File: src/rtl/alu_issue_ctrl_pkg.sv
// Shared datapath width, ALU op codes, MIPS field encodings and FSM states
// for the execute-stage ALU issue controller.
package alu_issue_ctrl_pkg;

  localparam int D_WIDTH = 32;

  typedef enum logic [2:0] {
    ALU_ADD = 3'd0,
    ALU_SUB = 3'd1,
    ALU_MUL = 3'd2,
    ALU_DIV = 3'd3,
    ALU_SLL = 3'd4,
    ALU_SRL = 3'd5
  } alu_op_e;

  localparam logic [5:0] OPC_RTYPE = 6'h00;
  localparam logic [5:0] OPC_ADDI  = 6'h08;

  localparam logic [5:0] FN_ADD  = 6'h20;
  localparam logic [5:0] FN_SUB  = 6'h22;
  localparam logic [5:0] FN_MULT = 6'h18;
  localparam logic [5:0] FN_DIV  = 6'h1A;
  localparam logic [5:0] FN_SLL  = 6'h00;
  localparam logic [5:0] FN_SRL  = 6'h02;

  typedef enum logic [1:0] {
    ST_IDLE = 2'd0,
    ST_EXEC = 2'd1,
    ST_DONE = 2'd2
  } state_e;

  // The ALU divider only handles divide-by-2 and divide-by-4.
  function automatic logic div_ok(input logic [D_WIDTH-1:0] divisor);
    return (divisor[D_WIDTH-1:3] == '0) &&
           ((divisor[2:0] == 3'b010) || (divisor[2:0] == 3'b100));
  endfunction

endpackage

File: src/rtl/alu_op_decode.sv
// Combinational translation of MIPS instruction fields into an ALU op code,
// operand pair, latency class and an illegal/unsupported flag.
module alu_op_decode
  import alu_issue_ctrl_pkg::*;
(
  input  logic [5:0]         opcode_i,
  input  logic [5:0]         funct_i,
  input  logic [4:0]         shamt_i,
  input  logic [15:0]        imm_i,
  input  logic [D_WIDTH-1:0] rs_val_i,
  input  logic [D_WIDTH-1:0] rt_val_i,
  output alu_op_e            op_o,
  output logic [D_WIDTH-1:0] opnd1_o,
  output logic [D_WIDTH-1:0] opnd2_o,
  output logic               long_lat_o,
  output logic               err_o
);

  // Field decode; anything not explicitly matched is flagged as an error.
  always_comb begin
    op_o       = ALU_ADD;
    opnd1_o    = rs_val_i;
    opnd2_o    = rt_val_i;
    long_lat_o = 1'b0;
    err_o      = 1'b0;
    case (opcode_i)
      OPC_RTYPE: begin
        case (funct_i)
          FN_ADD:  op_o = ALU_ADD;
          FN_SUB:  op_o = ALU_SUB;
          FN_MULT: begin
            op_o       = ALU_MUL;
            long_lat_o = 1'b1;
          end
          FN_DIV: begin
            op_o       = ALU_DIV;
            long_lat_o = 1'b1;
            err_o      = !div_ok(rt_val_i);
          end
          FN_SLL: begin
            op_o    = ALU_SLL;
            opnd1_o = rt_val_i;
            opnd2_o = {{(D_WIDTH-5){1'b0}}, shamt_i};
          end
          FN_SRL: begin
            op_o    = ALU_SRL;
            opnd1_o = rt_val_i;
            opnd2_o = {{(D_WIDTH-5){1'b0}}, shamt_i};
          end
          default: err_o = 1'b1;
        endcase
      end
      OPC_ADDI: begin
        op_o    = ALU_ADD;
        opnd2_o = {{(D_WIDTH-16){imm_i[15]}}, imm_i};
      end
      default: err_o = 1'b1;
    endcase
  end

endmodule

File: src/rtl/alu_issue_ctrl.sv
// Execute-stage ALU initiator: accepts decoded instructions, holds operands
// on the combinational ALU for a fixed latency, then presents the result.
//
// state   | meaning
// IDLE    | waiting for an instruction, in_ready high
// EXEC    | ALU enabled, operands held, latency counter running down
// DONE    | result/error presented with out_valid until out_ready
module alu_issue_ctrl
  import alu_issue_ctrl_pkg::*;
#(
  parameter int ALU_LAT = 1,
  parameter int MUL_LAT = 3
) (
  input  logic               clk,
  input  logic               rst_n,
  input  logic               in_valid,
  output logic               in_ready,
  input  logic [5:0]         in_opcode,
  input  logic [5:0]         in_funct,
  input  logic [4:0]         in_shamt,
  input  logic [15:0]        in_imm,
  input  logic [D_WIDTH-1:0] in_rs_val,
  input  logic [D_WIDTH-1:0] in_rt_val,
  input  logic [4:0]         in_rd,
  output logic [2:0]         alu_op_code,
  output logic [D_WIDTH-1:0] alu_operand1,
  output logic [D_WIDTH-1:0] alu_operand2,
  output logic               alu_enable,
  input  logic [D_WIDTH-1:0] alu_result,
  output logic               out_valid,
  input  logic               out_ready,
  output logic [D_WIDTH-1:0] out_result,
  output logic [4:0]         out_rd,
  output logic               out_err
);

  localparam int MAX_LAT = (ALU_LAT > MUL_LAT) ? ALU_LAT : MUL_LAT;
  localparam int CNT_W   = (MAX_LAT > 1) ? $clog2(MAX_LAT) : 1;
  localparam logic [CNT_W-1:0] ALU_CNT = CNT_W'(ALU_LAT - 1);
  localparam logic [CNT_W-1:0] MUL_CNT = CNT_W'(MUL_LAT - 1);

  state_e             state_q, state_d;
  alu_op_e            op_q, op_d;
  logic [D_WIDTH-1:0] opnd1_q, opnd1_d;
  logic [D_WIDTH-1:0] opnd2_q, opnd2_d;
  logic [CNT_W-1:0]   cnt_q, cnt_d;
  logic [D_WIDTH-1:0] result_q, result_d;
  logic [4:0]         rd_q, rd_d;
  logic               err_q, err_d;

  alu_op_e            dec_op;
  logic [D_WIDTH-1:0] dec_opnd1;
  logic [D_WIDTH-1:0] dec_opnd2;
  logic               dec_long;
  logic               dec_err;

  alu_op_decode u_decode (
    .opcode_i   (in_opcode),
    .funct_i    (in_funct),
    .shamt_i    (in_shamt),
    .imm_i      (in_imm),
    .rs_val_i   (in_rs_val),
    .rt_val_i   (in_rt_val),
    .op_o       (dec_op),
    .opnd1_o    (dec_opnd1),
    .opnd2_o    (dec_opnd2),
    .long_lat_o (dec_long),
    .err_o      (dec_err)
  );

  // Next-state logic; a new instruction can be taken in IDLE or while the
  // previous result is being consumed in DONE.
  always_comb begin
    state_d  = state_q;
    op_d     = op_q;
    opnd1_d  = opnd1_q;
    opnd2_d  = opnd2_q;
    cnt_d    = cnt_q;
    result_d = result_q;
    rd_d     = rd_q;
    err_d    = err_q;
    in_ready = 1'b0;

    case (state_q)
      ST_IDLE: in_ready = 1'b1;
      ST_EXEC: begin
        if (cnt_q == '0) begin
          result_d = alu_result;
          err_d    = 1'b0;
          state_d  = ST_DONE;
        end else begin
          cnt_d = cnt_q - 1'b1;
        end
      end
      ST_DONE: begin
        if (out_ready) begin
          in_ready = 1'b1;
          if (!in_valid) state_d = ST_IDLE;
        end
      end
      default: state_d = ST_IDLE;
    endcase

    if (in_ready && in_valid) begin
      rd_d = in_rd;
      if (dec_err) begin
        // Rejected instructions never touch the ALU operand registers.
        err_d    = 1'b1;
        result_d = '0;
        state_d  = ST_DONE;
      end else begin
        op_d    = dec_op;
        opnd1_d = dec_opnd1;
        opnd2_d = dec_opnd2;
        cnt_d   = dec_long ? MUL_CNT : ALU_CNT;
        state_d = ST_EXEC;
      end
    end
  end

  // State and datapath registers.
  always_ff @(posedge clk or negedge rst_n) begin
    if (!rst_n) begin
      state_q  <= ST_IDLE;
      op_q     <= ALU_ADD;
      opnd1_q  <= '0;
      opnd2_q  <= '0;
      cnt_q    <= '0;
      result_q <= '0;
      rd_q     <= '0;
      err_q    <= 1'b0;
    end else begin
      state_q  <= state_d;
      op_q     <= op_d;
      opnd1_q  <= opnd1_d;
      opnd2_q  <= opnd2_d;
      cnt_q    <= cnt_d;
      result_q <= result_d;
      rd_q     <= rd_d;
      err_q    <= err_d;
    end
  end

  assign alu_op_code  = op_q;
  assign alu_operand1 = opnd1_q;
  assign alu_operand2 = opnd2_q;
  assign alu_enable   = (state_q == ST_EXEC);
  assign out_valid    = (state_q == ST_DONE);
  assign out_result   = result_q;
  assign out_rd       = rd_q;
  assign out_err      = err_q;

endmodule

File: config.mk
export PLATFORM = sky130hd
export DESIGN_NAME = alu_issue_ctrl
export DESIGN_NICKNAME = d
export VERILOG_FILES = /design/src/rtl/alu_issue_ctrl_pkg.sv /design/src/rtl/alu_op_decode.sv /design/src/rtl/alu_issue_ctrl.sv
export SDC_FILE = /design/constraint.sdc
export NUM_CORES = 1
export LEC_CHECK = 0
export CAP_MARGIN = 5
export CORE_MARGIN = 1
export CORE_UTILIZATION = 44
export DETAILED_ROUTE_END_ITERATION = 16
export PLACE_DENSITY = 0.9
export SLEW_MARGIN = 20
export SYNTH_ARGS = -nofsm -noshare
export SYNTH_HDL_FRONTEND = slang
export SYNTH_HIERARCHICAL = 1
export SYNTH_SLANG_ARGS = --single-unit
File: constraint.sdc
create_clock -name clk -period 4 [get_ports clk]
set_input_delay 0.8 -clock clk [delete_from_list [all_inputs] [get_ports clk]]
set_output_delay 0.8 -clock clk [all_outputs]
set_load 0.02 [all_outputs]
==> reports/results.ini, run 1 <==
[synthesis]
seq_area_frac_synth_pct = 52.95
syn_area_per_cell_sq_um = 12.04
synth-edff-count = 0
async_flop_share_pct = 100.0
syn_inst = 428
synth_nets = 566
synthesis.area_sq_mm = 0.005151
ys_seq_elements = 109
synth_top_flop_cell = dfrtp_1
ys_warn_count = 6
synth.distinct_cells = 37

[routing]
first_pass_iters = 4
drc = 0
wl_per_cell_um = 18.65
ant_nets = 0
vias = 4311
routed_via_density = 5.316
routed_wl_mm = 15.13
drt_iter0_markers = 249

[layout]
fillers = 808
final_nets = 801
final_area_sq_mm = 0.008044
final_core_util_pct = 70.45
drive_gt1_share_pct = 19.16
areaGrowthSynthToFinish_pct = 56.16
diodes = 0

[clocking]
cts_root_buf = clkbuf_16
clk_pin_slew_ns = 0.07
htree_levels = 3
post_cts_buffers = 0
clock_latency_ns = 0.35
clkSinkCount = 109
cts_tree = yes
holdBufCountCts = 0
post_cts_resized = 0
cts_buffers = 9
clock_path_buffers = 2

[global_routing]
grt_usage_pct = 24.57
grt_pass1_vias = 4369
overflow = 0
grt_max_degree = 56
antenna_found_initial = 0
grt_pass1_wl_mm = 22.25

[hold_path]
min_path_type = flip-flop to flip-flop
hold_depth = 1

[worst_setup_path]
endpoint = alu_operand2[7]
setup.worst_path.start = in_rt_val[5]
r2r_cells = 3
worst_ep_required_time_ns = 4.23
path_class = input pin to flip-flop
crit_arrival_ns = 3.45
reg2reg_from = state_q[1]
timing.rr.end = out_result[29]
crit_fanout = 35
r2r_setup_slack_ns = 2.02
start_kind = input pin
crit_path_end_kind = flip-flop

[sta]
rsz0062_at_grt = no
fmax_mhz = 310.1
final_hold_viol_count = 0
clock_skew_ns = 0.007351
setup-tns-final_ns = 0
min_period_ns = 3.225
setup_viol = 0
fin_crit_sh_pct = 80.62
worst_pin_slew_ns = 1.006
relSlewSlack_pct = 32.95
drv_slew = 0

[floorplan]
initial_utilization_pct = 45.11
num_rows = 39
core_area_sq_mm = 0.01142
dieArea_sq_mm = 0.01214
dieWidth_um = 110.2
boundaryPins = 246
dieHeight_um = 110.2

[power_and_ir_drop]
powerDensity_mw_per_mm2 = 347.6
p_leak_nw = 3.461
max-vdd-ir-drop_uv = 240.7

[placement]
placed_area_sq_mm = 0.007732
hpwl_mm = 11.01
numPortBuffers = 245
gp_congestion = 0.8505

[outcome]
status = complete, no violations

[flow_run]
drv_cap = 0

-- critical path, cell delays in order --
cell	delay [ns]
clkdlybuf4s50_1	0.44
nor4_1	0.53
nand4_1	0.16
nor3_1	0.31
o22ai_1	0.24
nor3_4	0.34
buf_12	0.26
mux2_2	0.37
-- final cells by class --
| class | instances | area (sq um) | area share, % |
|---|---|---|---|
| clock buffer | 11 | 252.7 | 3.142 |
| clock inverter | 5 | 58.81 | 0.7311 |
| inverter | 2 | 7.507 | 0.09333 |
| multi-input combinational | 289 | 2266 | 28.17 |
| sequential | 109 | 2728 | 33.91 |
| tap | 143 | 178.9 | 2.224 |
| timing repair buffer | 252 | 2552 | 31.73 |
-- per-layer routing --
layer / vias to the layer above / track usage, % / wire [um] / part of all wire [%]
met5: - / 0 / 0 / 0
met4: 0 / 10.24 / 289 / 1.9
met3: 23 / 5.056 / 880 / 5.8
met2: 159 / 43.75 / 7898 / 52
met1: 2137 / 28.73 / 6061 / 40
li1: 1992 / - / - / -
-- worst min path at each step --
stage	startpoint	endpoint
global route	out_err	out_err
finish	out_err	out_err
CTS	out_err	out_err
global placement	out_err	out_err
detailed placement	out_err	out_err
floorplan	rst_n	alu_op_code[0]
-- cells in the mapped netlist (6+ instances only) --
cell type  count  area share, %
dfrtp_1      109             53
mux2_1        10            2.2
a21o_1        18            2.6
nor2_1         6           0.44
buf_2         16            1.6
mux2_2        94             21
and2_1         7           0.85
a22o_1        10            1.7
nor4_1         7           0.85
a21oi_1       35            3.4
nand2_1       66            4.8
-- through the flow --
step / hold WS (ns) / cells / setup slack, ns / total power [mW]
2_1_floorplan: 0.5044 / 428 / 0.9869 / 1.505
3_3_place_gp: 0.4631 / 795 / 0.3699 / 1.880
4_1_cts: 0.4872 / 811 / 0.7164 / 2.822
5_1_grt: 0.5061 / 811 / 0.5044 / 2.906
6_report: 0.4842 / 811 / 0.7753 / 2.796
3_5_place_dp: 0.4698 / 795 / 0.3500 / 1.901
-- cell families after synthesis --
logic type / Yosys count / synth area share (%)
flip-flops: 109 / 52.95
AND/OR/NAND/NOR: 110 / 11.15
multiplexers: 104 / 22.74
XOR/XNOR: 1 / 0.1701
buffers and inverters: 30 / 3.522
AO/OA/AOI/OAI: 74 / 9.473
-- placed cells by master (no fill, tap or decap), drive strengths merged, types with 3 or more instances in the layout --
cell / count
a22o: 10
nor3: 4
nor4: 8
nand2b: 4
o21ai: 3
and2: 7
buf: 8
a21oi: 35
clkdlybuf4s50: 244
clkbuf: 11
a221o: 5
mux2: 104
dfrtp: 109
a21o: 18
nand2: 66
nor2: 6
-- state kept, by name (all words and copies together), names as in the netlist --
signal,cells
state_q,2
cnt_q,2
out_rd,5
alu_operand2,32
out_err,1
out_result,32
alu_op_code,3
alu_operand1,32
-- power breakdown --
group / internal, mW / switching, mW / leakage, nW / total (mW)
Combinational: 0.362 / 0.265 / 1.85 / 0.627
Clock: 0.520 / 0.398 / 0.148 / 0.917
Sequential: 1.19 / 0.0580 / 1.46 / 1.25
(Power assumes the default switching activity.)
==> run 2: changes to the inputs <==
- CORE_UTILIZATION: 44 -> 41
- PLACE_DENSITY: 0.9 -> 0.85
- clock period: 4 -> 3.2 ns (I/O delays scaled with it)
==> reports/results.ini, run 2 (synthesized netlist as in run 1, its figures left out) <==
[outcome]
status = complete, no violations  ; unchanged

[routing]
drt_iter0_markers = 239  ; was 249
vias = 4383  ; was 4311
routed_wl_mm = 15.52  ; was 15.13 mm
ant_nets = 0  ; unchanged
wl_per_cell_um = 18.31  ; was 18.65 um
drc = 0  ; unchanged
routed_via_density = 5.169  ; was 5.316
first_pass_iters = 4  ; unchanged

[worst_setup_path]
start_kind = input pin  ; unchanged
worst_ep_required_time_ns = 3.43  ; was 4.23 ns
crit_path_end_kind = flip-flop  ; unchanged
cp_slowest_cell = clkdlybuf4s50_1  ; was nor4_1
path_class = input pin to flip-flop  ; unchanged
crit_fanout = 45  ; was 35
crit_arrival_ns = 3.21  ; was 3.45 ns
path_cells = clkdlybuf4s50_1, nor4_2, buf_4, nand4_1, nor3_1, o22ai_1, nor3_4, buf_12, mux2_2  ; was clkdlybuf4s50_1, nor4_1, nand4_1, nor3_1, o22ai_1, nor3_4, buf_12, mux2_2
cp_slowest_stage_delay_ns = 0.46  ; was 0.53 ns
r2r_setup_slack_ns = 1.24  ; was 2.02 ns

[clocking]
post_cts_buffers = 0  ; unchanged
clock_latency_ns = 0.35  ; about the same
htree_levels = 3  ; unchanged
clkSinkCount = 109  ; unchanged
holdBufCountCts = 0  ; unchanged
clk_pin_slew_ns = 0.07  ; about the same
cts_root_buf = clkbuf_16  ; unchanged
cts_tree = yes  ; unchanged
cts_buffers = 9  ; unchanged
post_cts_resized = 0  ; unchanged
clock_path_buffers = 2  ; unchanged

[power_and_ir_drop]
powerDensity_mw_per_mm2 = 420.6  ; was 347.6 mW/mm^2
p_seq_share_pct = 45.6  ; was 44.8%
clkPwrFrac_pct = 31.2  ; was 32.8%
power.total_mw = 3.429  ; was 2.796 mW
internal-power_mw = 2.524  ; was 2.075 mW
comb_power_share_pct = 23.2  ; was 22.4%
net-switching-power_mw = 0.9048  ; was 0.7211 mW
max-vdd-ir-drop_uv = 245.5  ; was 240.7 uV
p_leak_nw = 3.518  ; was 3.461 nW
sw_frac_of_total_pct = 26.39  ; was 25.79%

[layout]
final_cell_mix = 244 x clkdlybuf4s50_1, 109 x dfrtp_1, 94 x mux2_2  ; unchanged
drive_gt1_share_pct = 20.44  ; was 19.16%
final_nets = 813  ; was 801
diodes = 0  ; unchanged
areaGrowthSynthToFinish_pct = 58.25  ; was 56.16%
layout_commonest_cell = clkdlybuf4s50_1  ; unchanged

[global_routing]
grt_pass1_vias = 4539  ; was 4369
antenna_found_initial = 0  ; unchanged
overflow = 0  ; unchanged
grt_max_degree = 62  ; was 56
grt_pass1_wl_mm = 23.90  ; was 22.25 mm
grt_usage_pct = 24.01  ; was 24.57%

[hold_path]
min_path_type = input pin to asynchronous set/reset pin  ; was flip-flop to flip-flop

[placement]
hpwl_mm = 11.49  ; was 11.01 mm
gp_congestion = 0.8646  ; was 0.8505
numPortBuffers = 245  ; unchanged

[sta]
relSlewSlack_pct = 34.23  ; was 32.95%
fmax_mhz = 335.8
rsz0062_at_grt = no  ; unchanged
final_hold_viol_count = 0  ; unchanged
worst_pin_slew_ns = 0.9865  ; was 1.006 ns
drv_slew = 0  ; unchanged
hold_slack_ns = 0.3589  ; was 0.4842 ns
clock_skew_ns = 0.008778  ; was 0.007351 ns
fin_crit_sh_pct = 93.05
min_period_ns = 2.978
setup-tns-final_ns = 0  ; unchanged
setup_viol = 0  ; unchanged

[floorplan]
num_rows = 40  ; was 39
dieHeight_um = 114.1  ; was 110.2 um
dieWidth_um = 114.1  ; was 110.2 um
initial_utilization_pct = 42.53  ; was 45.11%
core_area_sq_mm = 0.01211  ; was 0.01142 sq mm
dieArea_sq_mm = 0.01302  ; was 0.01214 sq mm
boundaryPins = 246  ; unchanged

[flow_run]
drv_cap = 0  ; unchanged

run 2: cell count changes in the layout (fill, tap and decap cells not counted):
| cell | before | now |
|---|---|---|
| clkinv_4 | 1 | 0 |
| clkinv_2 | 1 | 2 |
| inv_6 | 0 | 1 |
| clkbuf_1 | 0 | 2 |
| nor4_2 | 0 | 1 |
| buf_12 | 4 | 5 |
| clkinvlp_4 | 2 | 0 |
| bufinv_16 | 1 | 0 |
| nor4_1 | 7 | 6 |
| buf_4 | 4 | 15 |
run 2: final cells by class:
cell class	count	area, sq um
clock buffers	13	260.3
flip-flops and latches	109	2728
multi-input cells	289	2272
inverters	2	7.507
clock inverters	3	18.77
fillers	936	3960
well taps	168	210.2
repair buffers	264	2655
run 2: critical path, delay by kind of cell:
family          cells  cell delay, ns
buf+inv             3            0.92
simple gates        4            1.07
compound gates      1            0.18
mux                 1            0.37
run 2: path summary, 6_finish.rpt:
kind	end	depth (start not counted)	start
worst max register to register	out_err	2	state_q[1]
worst min register to register	alu_operand1[26]	1	alu_operand1[26]
worst max-delay path	alu_operand1[13]	9	in_rt_val[5]
max in group asynchronous	out_result[5]	2	rst_n
worst min-delay path	cnt_q[0]	1	rst_n
min in group clk	alu_operand1[26]	1	alu_operand1[26]
run 2: power by group through the flow:
stage | sequential, mW | combinational (mW) | clock [mW]
after CTS | 1.57 | 0.802 | 1.09
final | 1.57 | 0.794 | 1.07
after floorplan | 1.71 | 0.169 | 0
after global routing | 1.58 | 0.841 | 1.14
after global placement | 1.58 | 0.781 | 0
after detailed placement | 1.59 | 0.796 | 0
run 2: layer usage:
| layer | global-route usage, % | up-vias | routed length, um |
|---|---|---|---|
| li1 | - | 2019 | - |
| met2 | 40.77 | 166 | 7883 |
| met3 | 5.453 | 42 | 967 |
| met1 | 28.55 | 2156 | 6023 |
| met4 | 12.38 | 0 | 648 |
| met5 | 0 | - | 0 |
run 2: through the flow:
step / util (%) / setup slack, ns / cells / cell area, sq um
2_1_floorplan: - / 0.3469 / 428 / 5151
3_3_place_gp: 64.95 / -0.3418 / 832 / 7866
3_5_place_dp: 64.95 / -0.2931 / 832 / 7866
4_1_cts: 67.25 / 0.06672 / 848 / 8145
5_1_grt: 67.30 / 0.09328 / 848 / 8152
6_report: 67.30 / 0.2224 / 848 / 8152
==> run 3: changes to the inputs <==
- ABC_AREA: not set -> 1
- CAP_MARGIN: 5 -> not set
- CORE_UTILIZATION: 41 -> 43
==> reports/results.ini, run 3 <==
[outcome]
status = complete, no violations  ; unchanged

[global_routing]
antenna_found_initial = 0  ; unchanged
grt_usage_pct = 25.95  ; was 24.01%
grt_pass1_vias = 5854  ; was 4539
grt_max_degree = 58  ; was 62
grt_pass1_wl_mm = 28.77  ; was 23.90 mm
overflow = 0  ; unchanged

[sta]
rsz0062_at_grt = no  ; unchanged
clock_skew_ns = 0.007557  ; was 0.008778 ns
drv_slew = 0  ; unchanged
relSlewSlack_pct = 63.90  ; was 34.23%
fin_crit_sh_pct = 81.68  ; was 93.05%
setup-tns-final_ns = 0  ; unchanged
min_period_ns = 2.614  ; was 2.978 ns
hold_slack_ns = 0.2670  ; was 0.3589 ns
worst_pin_slew_ns = 0.5415  ; was 0.9865 ns
setup_slack_ns = 0.5862  ; was 0.2224 ns
setup_viol = 0  ; unchanged
final_hold_viol_count = 0  ; unchanged
fmax_mhz = 382.6  ; was 335.8 MHz

[power_and_ir_drop]
p_seq_share_pct = 42.6  ; was 45.6%
p_leak_nw = 4.358  ; was 3.518 nW
powerDensity_mw_per_mm2 = 424.7  ; was 420.6 mW/mm^2
max-vdd-ir-drop_uv = 233.0  ; was 245.5 uV
net-switching-power_mw = 0.9988  ; was 0.9048 mW
comb_power_share_pct = 24.3  ; was 23.2%
clkPwrFrac_pct = 33.1  ; was 31.2%
internal-power_mw = 2.663  ; was 2.524 mW
sw_frac_of_total_pct = 27.28  ; was 26.39%

[clocking]
cts_tree = yes  ; unchanged
clk_pin_slew_ns = 0.07  ; about the same
htree_levels = 3  ; unchanged
clkSinkCount = 109  ; unchanged
holdBufCountCts = 0  ; unchanged
post_cts_resized = 0  ; unchanged
cts_buffers = 9  ; unchanged
clock_path_buffers = 2  ; unchanged
cts_root_buf = clkbuf_16  ; unchanged
clock_latency_ns = 0.35  ; about the same
post_cts_buffers = 0  ; unchanged

[floorplan]
boundaryPins = 246  ; unchanged
initial_utilization_pct = 44.85  ; was 42.53%
dieWidth_um = 117.7  ; was 114.1 um
dieHeight_um = 117.7  ; was 114.1 um
core_area_sq_mm = 0.01282  ; was 0.01211 sq mm
num_rows = 41  ; was 40
dieArea_sq_mm = 0.01384  ; was 0.01302 sq mm

[worst_setup_path]
cp_slowest_cell = clkdlybuf4s50_1  ; unchanged
start_kind = input pin  ; unchanged
path_class = input pin to primary output  ; was input pin to flip-flop
timing.rr.end = state_q[1]  ; was out_err
crit_path_end_kind = primary output  ; was flip-flop
path_cells = clkdlybuf4s50_1, nor2_1, nor2_1, clkdlybuf4s50_1  ; was clkdlybuf4s50_1, nor4_2, buf_4, nand4_1, nor3_1, o22ai_1, nor3_4, buf_12, mux2_2
crit_fanout = 2  ; was 45
cp_slowest_stage_delay_ns = 0.62  ; was 0.46 ns
crit_arrival_ns = 1.97  ; was 3.21 ns
worst_ep_required_time_ns = 2.56  ; was 3.43 ns
r2r_cells = 6  ; was 2
r2r_setup_slack_ns = 1.59  ; was 1.24 ns
reg2reg_from = cnt_q[0]  ; was state_q[1]

[routing]
ant_nets = 0  ; unchanged
met2_wirelength_mm = 8.508  ; was 7.883 mm
wl_met3_um = 990  ; was 967 um
vias = 5984  ; was 4383
routed_wl_mm = 17.66  ; was 15.52 mm
routed_via_density = 5.020  ; was 5.169
drt_iter0_markers = 670  ; was 239
first_pass_iters = 5  ; was 4
drc = 0  ; unchanged
wl_per_cell_um = 14.81  ; was 18.31 um
met1Wirelength_mm = 7.395  ; was 6.023 mm
route.top_layer_used = met4  ; unchanged

[synthesis]
synth_nets = 926  ; was 566
synthTopCellsByArea = dfrtp_1 47%, nand2_1 18%, nand3_1 7.4%  ; was dfrtp_1 53%, mux2_2 21%, nand2_1 4.8%
synth-edff-count = 0  ; unchanged
netlist_top_cells_count = 271 x nand2_1, 109 x dfrtp_1, 91 x nor2_1, 85 x nand3_1, 71 x inv_1  ; was 109 x dfrtp_1, 94 x mux2_2, 66 x nand2_1, 35 x a21oi_1, 18 x a21o_1
yosysMostFrequentCell = nand2_1  ; was dfrtp_1
synthesis.area_sq_mm = 0.005752  ; was 0.005151 sq mm
synth_top_area_share_pct = 47.42  ; was 52.95%
synth.distinct_cells = 23  ; was 37
ys_warn_count = 6  ; unchanged
synth_top_flop_cell = dfrtp_1  ; unchanged
syn_area_per_cell_sq_um = 7.299  ; was 12.04 sq um
ys_seq_elements = 109  ; unchanged
seq_area_frac_synth_pct = 47.42  ; was 52.95%
syn_inst = 788  ; was 428
async_flop_share_pct = 100.0  ; unchanged
synth_top_area_cell = dfrtp_1  ; unchanged

[layout]
fillers = 1051  ; was 936
layout_commonest_cell = nand2_1  ; was clkdlybuf4s50_1
final_cell_mix = 271 x nand2_1, 244 x clkdlybuf4s50_1, 109 x dfrtp_1  ; was 244 x clkdlybuf4s50_1, 109 x dfrtp_1, 94 x mux2_2
drive_gt1_share_pct = 4.608  ; was 20.44%
diodes = 0  ; unchanged
final_nets = 1153  ; was 813
areaGrowthSynthToFinish_pct = 49.92  ; was 58.25%
final_core_util_pct = 67.24  ; was 67.30%
stdcell_count = 1192  ; was 848

[placement]
dp_slack_ns = 0.5632  ; was -0.2931 ns
hpwl_mm = 12.51  ; was 11.49 mm
gp_congestion = 0.8735  ; was 0.8646
placed_cells = 1176  ; was 832
numPortBuffers = 245  ; unchanged

[flow_run]
drv_cap = 0  ; unchanged

[hold_path]
min_path_type = input pin to asynchronous set/reset pin  ; unchanged

==> run 3: changes by cell type after synthesis, sizes merged, moves of 56 or more <==
| cell | delta |
|---|---|
| nand2 | +207 |
| mux2 | -104 |
| nor2 | +86 |
| nand3 | +85 |
| inv | +73 |
| o21ai | +56 |
==> run 3: per-stage QoR <==
| step | area (sq um) | power (mW) |
|---|---|---|
| 2_1_floorplan | 5752 | 1.959 |
| 3_3_place_gp | 8297 | 2.461 |
| 3_5_place_dp | 8297 | 2.475 |
| 4_1_cts | 8623 | 3.698 |
| 5_1_grt | 8623 | 3.826 |
| 6_report | 8623 | 3.662 |
==> run 3: power groups by stage <==
stage	combinational, mW	sequential, mW	clock, mW
2_1_floorplan	0.240	1.72	0
3_3_place_gp	0.879	1.58	0
3_5_place_dp	0.891	1.58	0
4_1_cts	0.895	1.56	1.24
5_1_grt	0.959	1.58	1.29
6_report	0.889	1.56	1.21
==> run 3: critical path: cells and delay by family <==
kind / cells / cell delay [ns]
buf+inv: 2 / 1.11
simple gates: 2 / 0.23
==> run 3: layout make-up <==
class                   count  area [sq um]  area share (%)
multi-input cells         553          2406           27.90
repair buffers            264          2655           30.79
inverters                  78         292.8           3.395
clock inverters             4         70.07          0.8125
flip-flops and latches    109          2728           31.63
clock buffers              12         256.5           2.974
well taps                 172         215.2           2.496
==> run 3: logic make-up after synthesis <==
| kind of cell | after synthesis | synth area share (%) |
|---|---|---|
| AND/OR/NAND/NOR | 490 | 36.31 |
| buffers and inverters | 126 | 10.75 |
| flip-flops | 109 | 47.42 |
| AO/OA/AOI/OAI | 63 | 5.525 |
==> run 3: worst max path at each step <==
stage / start / endpoint / slack [ns] / cells past startpoint
2_1_floorplan: in_opcode[2] / out_result[10] / 1.09 / 9
3_5_place_dp: in_rt_val[21] / state_q[1] / 0.56 / 12
5_1_grt: out_ready / in_ready / 0.56 / 4
6_report: out_ready / in_ready / 0.59 / 4
4_1_cts: out_ready / in_ready / 0.59 / 4
3_3_place_gp: in_rt_val[24] / state_q[1] / 0.60 / 12
==> run 3: layer usage <==
layer	track usage, %	vias to the layer above
li1	-	2938
met1	32.17	2748
met2	42.68	244
met3	4.603	54
met4	14.50	0
met5	0	-
